--- src/rtl/irq_entry_sequencer_pkg.sv ---
// irq_entry_sequencer_pkg: shared IRQ entry state type and ARM7TDMI CPSR constants
package irq_entry_sequencer_pkg;
  typedef enum logic [1:0] {IDLE, PENDING, ENTER, FLUSH} irq_seq_state_t;
  localparam logic [4:0] CPSR_MODE_IRQ = 5'b10010;
  localparam int CPSR_I = 7;
  localparam int CPSR_F = 6;
  localparam int CPSR_T = 5;
  localparam logic [31:0] IRQ_VECTOR_ADDR = 32'h0000_0018;
endpackage

--- src/rtl/irq_entry_sequencer_if.sv ---
// irq_entry_sequencer_if: CPU-side bundle between the pipeline and the IRQ entry sequencer
interface irq_entry_sequencer_if #(parameter int CNT_W = 16) ();
  logic nIRQ;
  logic [31:0] cpsr;
  logic instr_boundary;
  logic [31:0] next_pc;
  logic stall;
  logic spsr_we;
  logic [31:0] spsr_wdata;
  logic lr_we;
  logic [31:0] lr_wdata;
  logic cpsr_we;
  logic [31:0] cpsr_wdata;
  logic pc_we;
  logic [31:0] pc_wdata;
  logic flush;
  logic irq_taken;
  logic [CNT_W-1:0] irq_count;
  modport master (
    input nIRQ, cpsr, instr_boundary, next_pc,
    output stall, spsr_we, spsr_wdata, lr_we, lr_wdata, cpsr_we, cpsr_wdata,
    pc_we, pc_wdata, flush, irq_taken, irq_count
  );
  modport slave (
    output nIRQ, cpsr, instr_boundary, next_pc,
    input stall, spsr_we, spsr_wdata, lr_we, lr_wdata, cpsr_we, cpsr_wdata,
    pc_we, pc_wdata, flush, irq_taken, irq_count
  );
endinterface

--- src/rtl/irq_entry_counter.sv ---
// irq_entry_counter: wrapping count of IRQ entries taken
module irq_entry_counter #(parameter int CNT_W = 16) (
  input  logic clock,
  input  logic reset,
  input  logic inc,
  output logic [CNT_W-1:0] count
);
  always_ff @(posedge clock or posedge reset)
    if (reset) count <= '0;
    else if (inc) count <= count + 1'b1;
endmodule

--- src/rtl/irq_entry_sequencer.sv ---
// irq_entry_sequencer: ARM7TDMI IRQ exception entry (bank CPSR, load LR, switch mode, redirect, flush).
// Define IRQ_ENTRY_COUNT_EN to build the irq_count entry counter.
module irq_entry_sequencer
  import irq_entry_sequencer_pkg::*;
#(
  parameter logic [31:0] VECTOR_ADDR = IRQ_VECTOR_ADDR,
  parameter int FLUSH_CYCLES = 2,
  parameter int CNT_W = 16
) (
  input logic clock,
  input logic reset,
  irq_entry_sequencer_if.master bus
);
  irq_seq_state_t state;
  logic [3:0] flush_cnt;
  logic req;
  always_comb req = ~bus.nIRQ & ~bus.cpsr[CPSR_I] & (bus.cpsr[4:0] != CPSR_MODE_IRQ);
  // Outputs are registered alongside the state so they decode the state they belong to.
  always_ff @(posedge clock or posedge reset)
    if (reset) begin
      state <= IDLE;
      flush_cnt <= '0;
      bus.stall <= 1'b0;
      bus.spsr_we <= 1'b0;
      bus.lr_we <= 1'b0;
      bus.cpsr_we <= 1'b0;
      bus.pc_we <= 1'b0;
      bus.spsr_wdata <= '0;
      bus.lr_wdata <= '0;
      bus.cpsr_wdata <= '0;
      bus.pc_wdata <= '0;
      bus.flush <= 1'b0;
      bus.irq_taken <= 1'b0;
    end else begin
      case (state)
        IDLE: if (req) begin
          state <= PENDING;
          bus.stall <= 1'b1;
        end
        PENDING: if (!req) begin
          state <= IDLE;
          bus.stall <= 1'b0;
        end else if (bus.instr_boundary) begin
          state <= ENTER;
          bus.spsr_we <= 1'b1;
          bus.lr_we <= 1'b1;
          bus.cpsr_we <= 1'b1;
          bus.pc_we <= 1'b1;
          bus.irq_taken <= 1'b1;
          bus.flush <= 1'b1;
          bus.spsr_wdata <= bus.cpsr;
          bus.lr_wdata <= bus.next_pc + 32'd4;
          bus.cpsr_wdata <= {bus.cpsr[31:8], 1'b1, bus.cpsr[CPSR_F], 1'b0, CPSR_MODE_IRQ};
          bus.pc_wdata <= VECTOR_ADDR;
        end
        ENTER: begin
          state <= FLUSH;
          flush_cnt <= 4'(FLUSH_CYCLES - 1);
          bus.spsr_we <= 1'b0;
          bus.lr_we <= 1'b0;
          bus.cpsr_we <= 1'b0;
          bus.pc_we <= 1'b0;
          bus.irq_taken <= 1'b0;
          bus.spsr_wdata <= '0;
          bus.lr_wdata <= '0;
          bus.cpsr_wdata <= '0;
          bus.pc_wdata <= '0;
        end
        FLUSH: if (flush_cnt == 4'd0) begin
          state <= IDLE;
          bus.stall <= 1'b0;
          bus.flush <= 1'b0;
        end else flush_cnt <= flush_cnt - 1'b1;
        default: state <= IDLE;
      endcase
    end
`ifdef IRQ_ENTRY_COUNT_EN
  irq_entry_counter #(.CNT_W(CNT_W)) u_cnt (
    .clock(clock),
    .reset(reset),
    .inc(state == ENTER),
    .count(bus.irq_count)
  );
`else
  assign bus.irq_count = {CNT_W{1'b0}};
`endif
endmodule

--- src/flat_wrapper.sv ---
// flat-port wrapper written by rule: the top's interface ports become plain ports
module irq_entry_sequencer_flat import irq_entry_sequencer_pkg::*;
#(
  parameter logic [31:0] VECTOR_ADDR = IRQ_VECTOR_ADDR,
  parameter int FLUSH_CYCLES = 2,
  parameter int CNT_W = 16
)
  (clock, reset, bus_nIRQ, bus_cpsr, bus_instr_boundary, bus_next_pc, bus_stall, bus_spsr_we, bus_spsr_wdata, bus_lr_we, bus_lr_wdata, bus_cpsr_we, bus_cpsr_wdata, bus_pc_we, bus_pc_wdata, bus_flush, bus_irq_taken, bus_irq_count);
  irq_entry_sequencer_if #(.CNT_W(CNT_W)) bus_i ();
  input logic clock;
  input logic reset;
  input wire logic [$bits(bus_i.nIRQ)-1:0] bus_nIRQ;
  input wire logic [$bits(bus_i.cpsr)-1:0] bus_cpsr;
  input wire logic [$bits(bus_i.instr_boundary)-1:0] bus_instr_boundary;
  input wire logic [$bits(bus_i.next_pc)-1:0] bus_next_pc;
  output wire logic [$bits(bus_i.stall)-1:0] bus_stall;
  output wire logic [$bits(bus_i.spsr_we)-1:0] bus_spsr_we;
  output wire logic [$bits(bus_i.spsr_wdata)-1:0] bus_spsr_wdata;
  output wire logic [$bits(bus_i.lr_we)-1:0] bus_lr_we;
  output wire logic [$bits(bus_i.lr_wdata)-1:0] bus_lr_wdata;
  output wire logic [$bits(bus_i.cpsr_we)-1:0] bus_cpsr_we;
  output wire logic [$bits(bus_i.cpsr_wdata)-1:0] bus_cpsr_wdata;
  output wire logic [$bits(bus_i.pc_we)-1:0] bus_pc_we;
  output wire logic [$bits(bus_i.pc_wdata)-1:0] bus_pc_wdata;
  output wire logic [$bits(bus_i.flush)-1:0] bus_flush;
  output wire logic [$bits(bus_i.irq_taken)-1:0] bus_irq_taken;
  output wire logic [$bits(bus_i.irq_count)-1:0] bus_irq_count;
  assign bus_i.nIRQ = bus_nIRQ;
  assign bus_i.cpsr = bus_cpsr;
  assign bus_i.instr_boundary = bus_instr_boundary;
  assign bus_i.next_pc = bus_next_pc;
  assign bus_stall = bus_i.stall;
  assign bus_spsr_we = bus_i.spsr_we;
  assign bus_spsr_wdata = bus_i.spsr_wdata;
  assign bus_lr_we = bus_i.lr_we;
  assign bus_lr_wdata = bus_i.lr_wdata;
  assign bus_cpsr_we = bus_i.cpsr_we;
  assign bus_cpsr_wdata = bus_i.cpsr_wdata;
  assign bus_pc_we = bus_i.pc_we;
  assign bus_pc_wdata = bus_i.pc_wdata;
  assign bus_flush = bus_i.flush;
  assign bus_irq_taken = bus_i.irq_taken;
  assign bus_irq_count = bus_i.irq_count;
  irq_entry_sequencer #(.VECTOR_ADDR(VECTOR_ADDR), .FLUSH_CYCLES(FLUSH_CYCLES), .CNT_W(CNT_W)) u_core (.clock(clock), .reset(reset), .bus(bus_i));
endmodule
--- config.mk ---
export PLATFORM = sky130hd
export DESIGN_NAME = irq_entry_sequencer_flat
export DESIGN_NICKNAME = d
export VERILOG_FILES = /design/src/rtl/irq_entry_sequencer_pkg.sv /design/src/rtl/irq_entry_sequencer_if.sv /design/src/rtl/irq_entry_counter.sv /design/src/rtl/irq_entry_sequencer.sv /design/src/flat_wrapper.sv
export SDC_FILE = /design/constraint.sdc
export NUM_CORES = 1
export LEC_CHECK = 0
export ABC_AREA = 1
export CAP_MARGIN = 20
export CORE_ASPECT_RATIO = 1.2
export CORE_MARGIN = 10
export CORE_UTILIZATION = 25
export DETAILED_ROUTE_END_ITERATION = 16
export DONT_BUFFER_PORTS = 1
export PLACE_DENSITY_LB_ADDON = 0.12
export SLEW_MARGIN = 25
export SYNTH_ARGS = -nofsm -noshare
export SYNTH_HDL_FRONTEND = slang
export SYNTH_SLANG_ARGS = --single-unit
--- constraint.sdc ---
create_clock -name clock -period 5.2 [get_ports clock]
set_input_delay 0.78 -clock clock [delete_from_list [all_inputs] [get_ports clock]]
set_output_delay 0.78 -clock clock [all_outputs]
set_load 0.01 [all_outputs]
* Word-level counts from Yosys, hierarchy flattened
Cells that the tools add are included.
** Storage, ports and cells
- Flip-flop bits (word level) :: 137
- Input bits :: 68
** Operators by class
- Multiplexer cells :: 27
- Equal/unequal tests :: 11
- Bitwise operators :: 4
- Add/subtract/negate cells :: 2
- Reduce and logical (&&, ||, !) cells :: 11
** Operators by type and width (number)
- 32-bit two-way mux :: 8
- 32-bit case mux with 2 select lines :: 4
- 32-bit by 3-bit adder with 32-bit output, second input constant :: 1
- 2-bit two-way mux :: 4
- 2-bit case mux with 4 select lines :: 1
- 4-bit case mux with 2 select lines :: 1
- 4-bit AND reduction :: 2
- 2-bit by 1-bit inequality test with 1-bit output, second input constant :: 3
- 2-bit inequality test, second input constant :: 3
- 3-bit AND reduction :: 2
- 2-bit nonzero test :: 3
- 1-bit two-way mux :: 5
- 5-bit inequality test, second input constant :: 1
- 2-bit equality test, second input constant :: 2
- 4-bit zero test :: 1
- 4-bit two-way mux :: 1
- 1-bit case mux with 2 select lines :: 2
- 4-bit by 1-bit subtractor with 4-bit output, second input constant :: 1
- 3-bit inequality test, second input constant :: 1
- 1-bit case mux with 3 select lines :: 1
- 3-bit nonzero test :: 1
- 1-bit bitwise AND :: 2
- 2-bit by 1-bit equality test with 1-bit output, second input constant :: 1
- 2-bit zero test :: 1
- 2 further kinds :: 3

* Logic depth before layout (Yosys ltp)
- Depth after elaboration :: 5
- Mapped depth :: 10
- Gate-level depth less buffers :: 9

* Least setup slack after synthesis
No wires, ideal clock.
- Kind :: input-to-reg
- From :: in bus_next_pc[2]
- To :: reg u_core.bus.lr_wdata[28]
- Library setup time :: 0.117 ns
- Data arrival time :: 1.651 ns
- Setup slack :: 3.431 ns
- Required time :: 5.083 ns
- Stages on the path :: 9
- Cells stage by stage :: ha_1 inv_1 nor2_1 nand2_2 nor2_4 buf_6 nand4_1 nand3_1 nand2_1
** On the way
- Word-level cells in the longest chain between the ends :: 4
** Ends and longest elaborated chain
- from (decl) :: line flat_wrapper.sv:15 : input wire logic [$bits(bus_i.next_pc)-1:0] bus_next_pc;
- 32-bit by 3-bit adder with 32-bit output :: line irq_entry_sequencer.sv:52 : bus.lr_wdata <= bus.next_pc + 32'd4;
- 32-bit two-way mux :: line irq_entry_sequencer.sv:43 : end else if (bus.instr_boundary) begin
- 32-bit two-way mux :: line irq_entry_sequencer.sv:40 : PENDING: if (!req) begin
- 32-bit case mux with 2 select lines :: line irq_entry_sequencer.sv:35 : case (state)
- to (signal assigned) :: line irq_entry_sequencer.sv:52
- to (decl) :: line irq_entry_sequencer_if.sv:21 : output stall, spsr_we, spsr_wdata, lr_we, lr_wdata, cpsr_we, cpsr_wdata,
Every way passes these cells. The select of a mux whose other input is x is not followed.
A chain may end at the register's enable or synchronous reset.

* Worst setup path in the final report
- From :: in bus_nIRQ
- To :: reg u_core.bus.lr_wdata[11]
** On the way
- Word-level cells in the longest chain between the ends :: 5
** Ends and longest elaborated chain
- from (decl) :: line flat_wrapper.sv:12 : input wire logic [$bits(bus_i.nIRQ)-1:0] bus_nIRQ;
- 1-bit inverter :: line irq_entry_sequencer.sv:17 : always_comb req = ~bus.nIRQ & ~bus.cpsr[CPSR_I] & (bus.cpsr[4:0] != CPSR_MODE_IRQ);
- 1-bit bitwise AND (2 in series) :: line irq_entry_sequencer.sv:17
- 2-bit by 1-bit inequality test with 1-bit output (no line)
- 3-bit AND reduction (no line)
Every way passes these cells.

==> impl_metrics.csv <==
group,metric,value,unit
run_status,status,"complete, no violations",
timing,hold_slack,0.490,ns
timing,tightest_slew,0.919,ns
power_and_ir_drop,leakage,2.34,nW
synth,synthDistinctLibCells,30,
die,core_area,17600,sq um
run,maxCapViolations,0,
synth,ys_warn_count,0,
grt,overflow,0,
placed_design,dpl.hpwl,10800,microns
clocking,clockBufferDepth,2,
die,die_x,142,microns
synth,syn_area,4470,sq um
timing,hold_viol_final,0,
critical_path,cp-end-kind,"flop",
critical_path,cp.required,5.46,ns
cells_and_area,instances_no_fill,792,
placed_design,dp.cells,776,
critical_path,r2r_end,"u_core.bus.lr_wdata[11]",
timing,slew_headroom,0.387,
synth,yosys-top-cells-area,"dfrtp_1 41%, nand2_1 20%, buf_4 14%, nor2_1 4.5%, nand3_1 3.7%",
clocking,cts_resized,0,
synth,synth-seq-cells,73,
timing,tns,0,ns
clocking,numCtsBuffers,9,
critical_path,reg2reg_depth,5,
detailed_routing,drt_pass1_iterations,4,
power_and_ir_drop,p_total,2.41,mW
placed_design,globalplace.congestion,0.840,
grt,grt_max_degree,74,
detailed_routing,dr_total_vias,3394,
synth,yosysSeqAreaShare,0.408,
synth,syn_inst,603,
clocking,cts_setup_buffers,0,
cells_and_area,final_area,4510,sq um
min_path,min_path_cells,1,
cells_and_area,nFillCells,1967,
clocking,cts_root_buffer,"clkbuf_16",
min_path,min_to,"u_core.flush_cnt[0]",
detailed_routing,viasPerCell,4.29,
detailed_routing,ant_nets,0,
clocking,path_clk_slew,0.06,ns
critical_path,cp_slowest_cell,"nor2_8",
power_and_ir_drop,powerDensity,534,nW/um^2
clocking,clk_latency,0.34,ns
placed_design,dpl_cell_area,4190,sq um
clocking,cts_tree,"yes",
cells_and_area,finish.utilization,0.256,
die,die_area,23700,sq um
die,rows,53,
cells_and_area,drive_gt1_frac,0.0524,
detailed_routing,wire_per_inst,17.5,microns
clocking,htree_num_levels,3,
min_path,hp-class,"reg -> reg",
timing,setup_ws,3.10,ns
timing,rsz0062_at_grt,"false",
timing,timing.fmax,475,MHz
timing,final.period_utilization,0.405,
die,die_h,167,microns
timing,setup_viol,0,
detailed_routing,drc,0,
min_path,hp-start,"u_core.flush_cnt[0]",
critical_path,startpoint_type,"input port",
detailed_routing,wl,13800,microns
grt,grt_pass1_vias,3593,
critical_path,cp_data_arrival_time,2.37,ns
grt,grt_pass1_wl,21000,microns
detailed_routing,drt_iter0_markers,173,
grt,antenna_found_initial,0,
grt,grt_usage,0.114,
timing,layout_min_cycle_time,2.10,ns
cells_and_area,area_growth_syn_to_layout,0.755,%
synth,synth_top_cell_by_area,"dfrtp_1",
critical_path,crit_path_max_fanout,53,
clocking,clock-sinks,73,
cells_and_area,nNetsFinal,638,
critical_path,crit_chain,"nor2_1 -> nand3_4 -> nor2_8 -> inv_2 -> o21ai_0",
timing,fin_skew,0.00915,ns
timing,drv_slew,0,
synth,avgSynthCellArea,7.42,sq um
critical_path,worstSetupPathType,"in -> reg",
synth,synth_top_area_share,0.408,
die,initial_core_util,0.255,
power_and_ir_drop,vdd_drop_max,0.000163,V
critical_path,regToRegSetupSlack,3.27,ns
placed_design,port_buffers,0,
cells_and_area,antennaDiodeCount,0,
critical_path,slowest_delay,0.60,ns
die,ios,219,
placed_design,preCtsSetupSlack,2.70,ns
clocking,ctsHoldBuffers,0,
critical path, delay by kind of cell:
family | cells | cell delay (ns)
compound gates | 1 | 0.22
buf+inv | 1 | 0.29
simple gates | 3 | 1.06
kinds of logic (layout without fill, tap and decap cells):
| logic type | after synthesis | after routing | synth area share |
|---|---|---|---|
| flip-flops | 73 | 73 | 0.408 |
| adder cells (fa/ha/maj) | 3 | 3 | 0.00839 |
| buffers and inverters | 139 | 59 | 0.204 |
| XOR/XNOR | 10 | 10 | 0.0196 |
| AO/OA/AOI/OAI | 33 | 33 | 0.0422 |
| other | 1 | 50 | 0.000838 |
| AND/OR/NAND/NOR | 344 | 344 | 0.317 |
flip-flops by register name, indices dropped and copies added, names as in the netlist, named ones only:
| signal | count |
|---|---|
| u_core.bus.lr_wdata | 32 |
| u_core.bus.spsr_wdata | 31 |
| u_core.flush_cnt | 4 |
| u_core.bus.cpsr_wdata | 1 |
| u_core.bus.flush | 1 |
| u_core.bus.pc_wdata | 1 |
| u_core.bus.stall | 1 |
| u_core.state | 1 |
worst max path at each step:
| stage | start | end | cells after the start | slack (ns) |
|---|---|---|---|---|
| after floorplan | reset | asynchronous set/reset pin | 1 | 2.57 |
| after global placement | bus_nIRQ | u_core.bus.spsr_wdata[1] | 5 | 2.75 |
| after detailed placement | bus_nIRQ | u_core.bus.spsr_wdata[1] | 5 | 2.70 |
| after CTS | bus_nIRQ | u_core.bus.spsr_wdata[1] | 5 | 3.07 |
| after global routing | bus_nIRQ | u_core.bus.spsr_wdata[1] | 5 | 2.92 |
| final | bus_nIRQ | u_core.bus.lr_wdata[11] | 5 | 3.10 |
Yosys cell counts:
cell type / count
nand2_1: 240
buf_4: 85
dfrtp_1: 73
nor2_1: 54
inv_1: 40
nand3_1: 33
o21ai_1: 12
buf_6: 9
o21ai_0: 7
xor2_1: 7
nand4_1: 6
o21bai_1: 5
a21oi_1: 3
buf_2: 3
ha_1: 3
o22ai_1: 3
xnor2_1: 3
inv_2: 2
nand2_2: 2
nor2_2: 2
nor2_4: 2
a21boi_0: 1
conb_1: 1
nand2_4: 1
nand3_4: 1
nand3b_1: 1
nor2_8: 1
o211ai_1: 1
o21a_1: 1
or2_2: 1
routing by layer:
metal  vias to the layer above  routed length [microns]  track usage
li1                       1657                        -            -
met1                      1558                     4840        0.114
met2                       165                     7160        0.202
met3                        14                     1650       0.0509
met4                         0                      175       0.0432
met5                         -                        0            0
cell usage in the layout (no fill, tap or decap), drive strengths merged, types with 3 or more instances in the layout:
| cell | instances |
|---|---|
| conb | 50 |
| xnor2 | 3 |
| inv | 41 |
| o22ai | 3 |
| nor2 | 59 |
| ha | 3 |
| clkinv | 4 |
| nand3 | 34 |
| o21bai | 5 |
| o21ai | 19 |
| dfrtp | 73 |
| clkbuf | 11 |
| xor2 | 7 |
| nand2 | 243 |
| a21oi | 3 |
| nand4 | 6 |
power breakdown:
group / internal (mW) / total [mW] / switching, mW
Sequential: 0.824 / 1.27 / 0.443
Clock: 0.400 / 0.659 / 0.258
Combinational: 0.161 / 0.480 / 0.319
Total: 1.38 / 2.41 / 1.02
area by class of cell:
cell class	instances	area, sq um	area share
Clock inverter	5	63.8	0.0142
Inverter	42	159	0.0353
Timing Repair Buffer	1	11.3	0.00250
Multi-Input combinational cell	440	1920	0.426
Tap cell	220	275	0.0611
Clock buffer	11	253	0.0561
Sequential cell	73	1830	0.405
No activity file was read; power rests on OpenSTA's default activity.
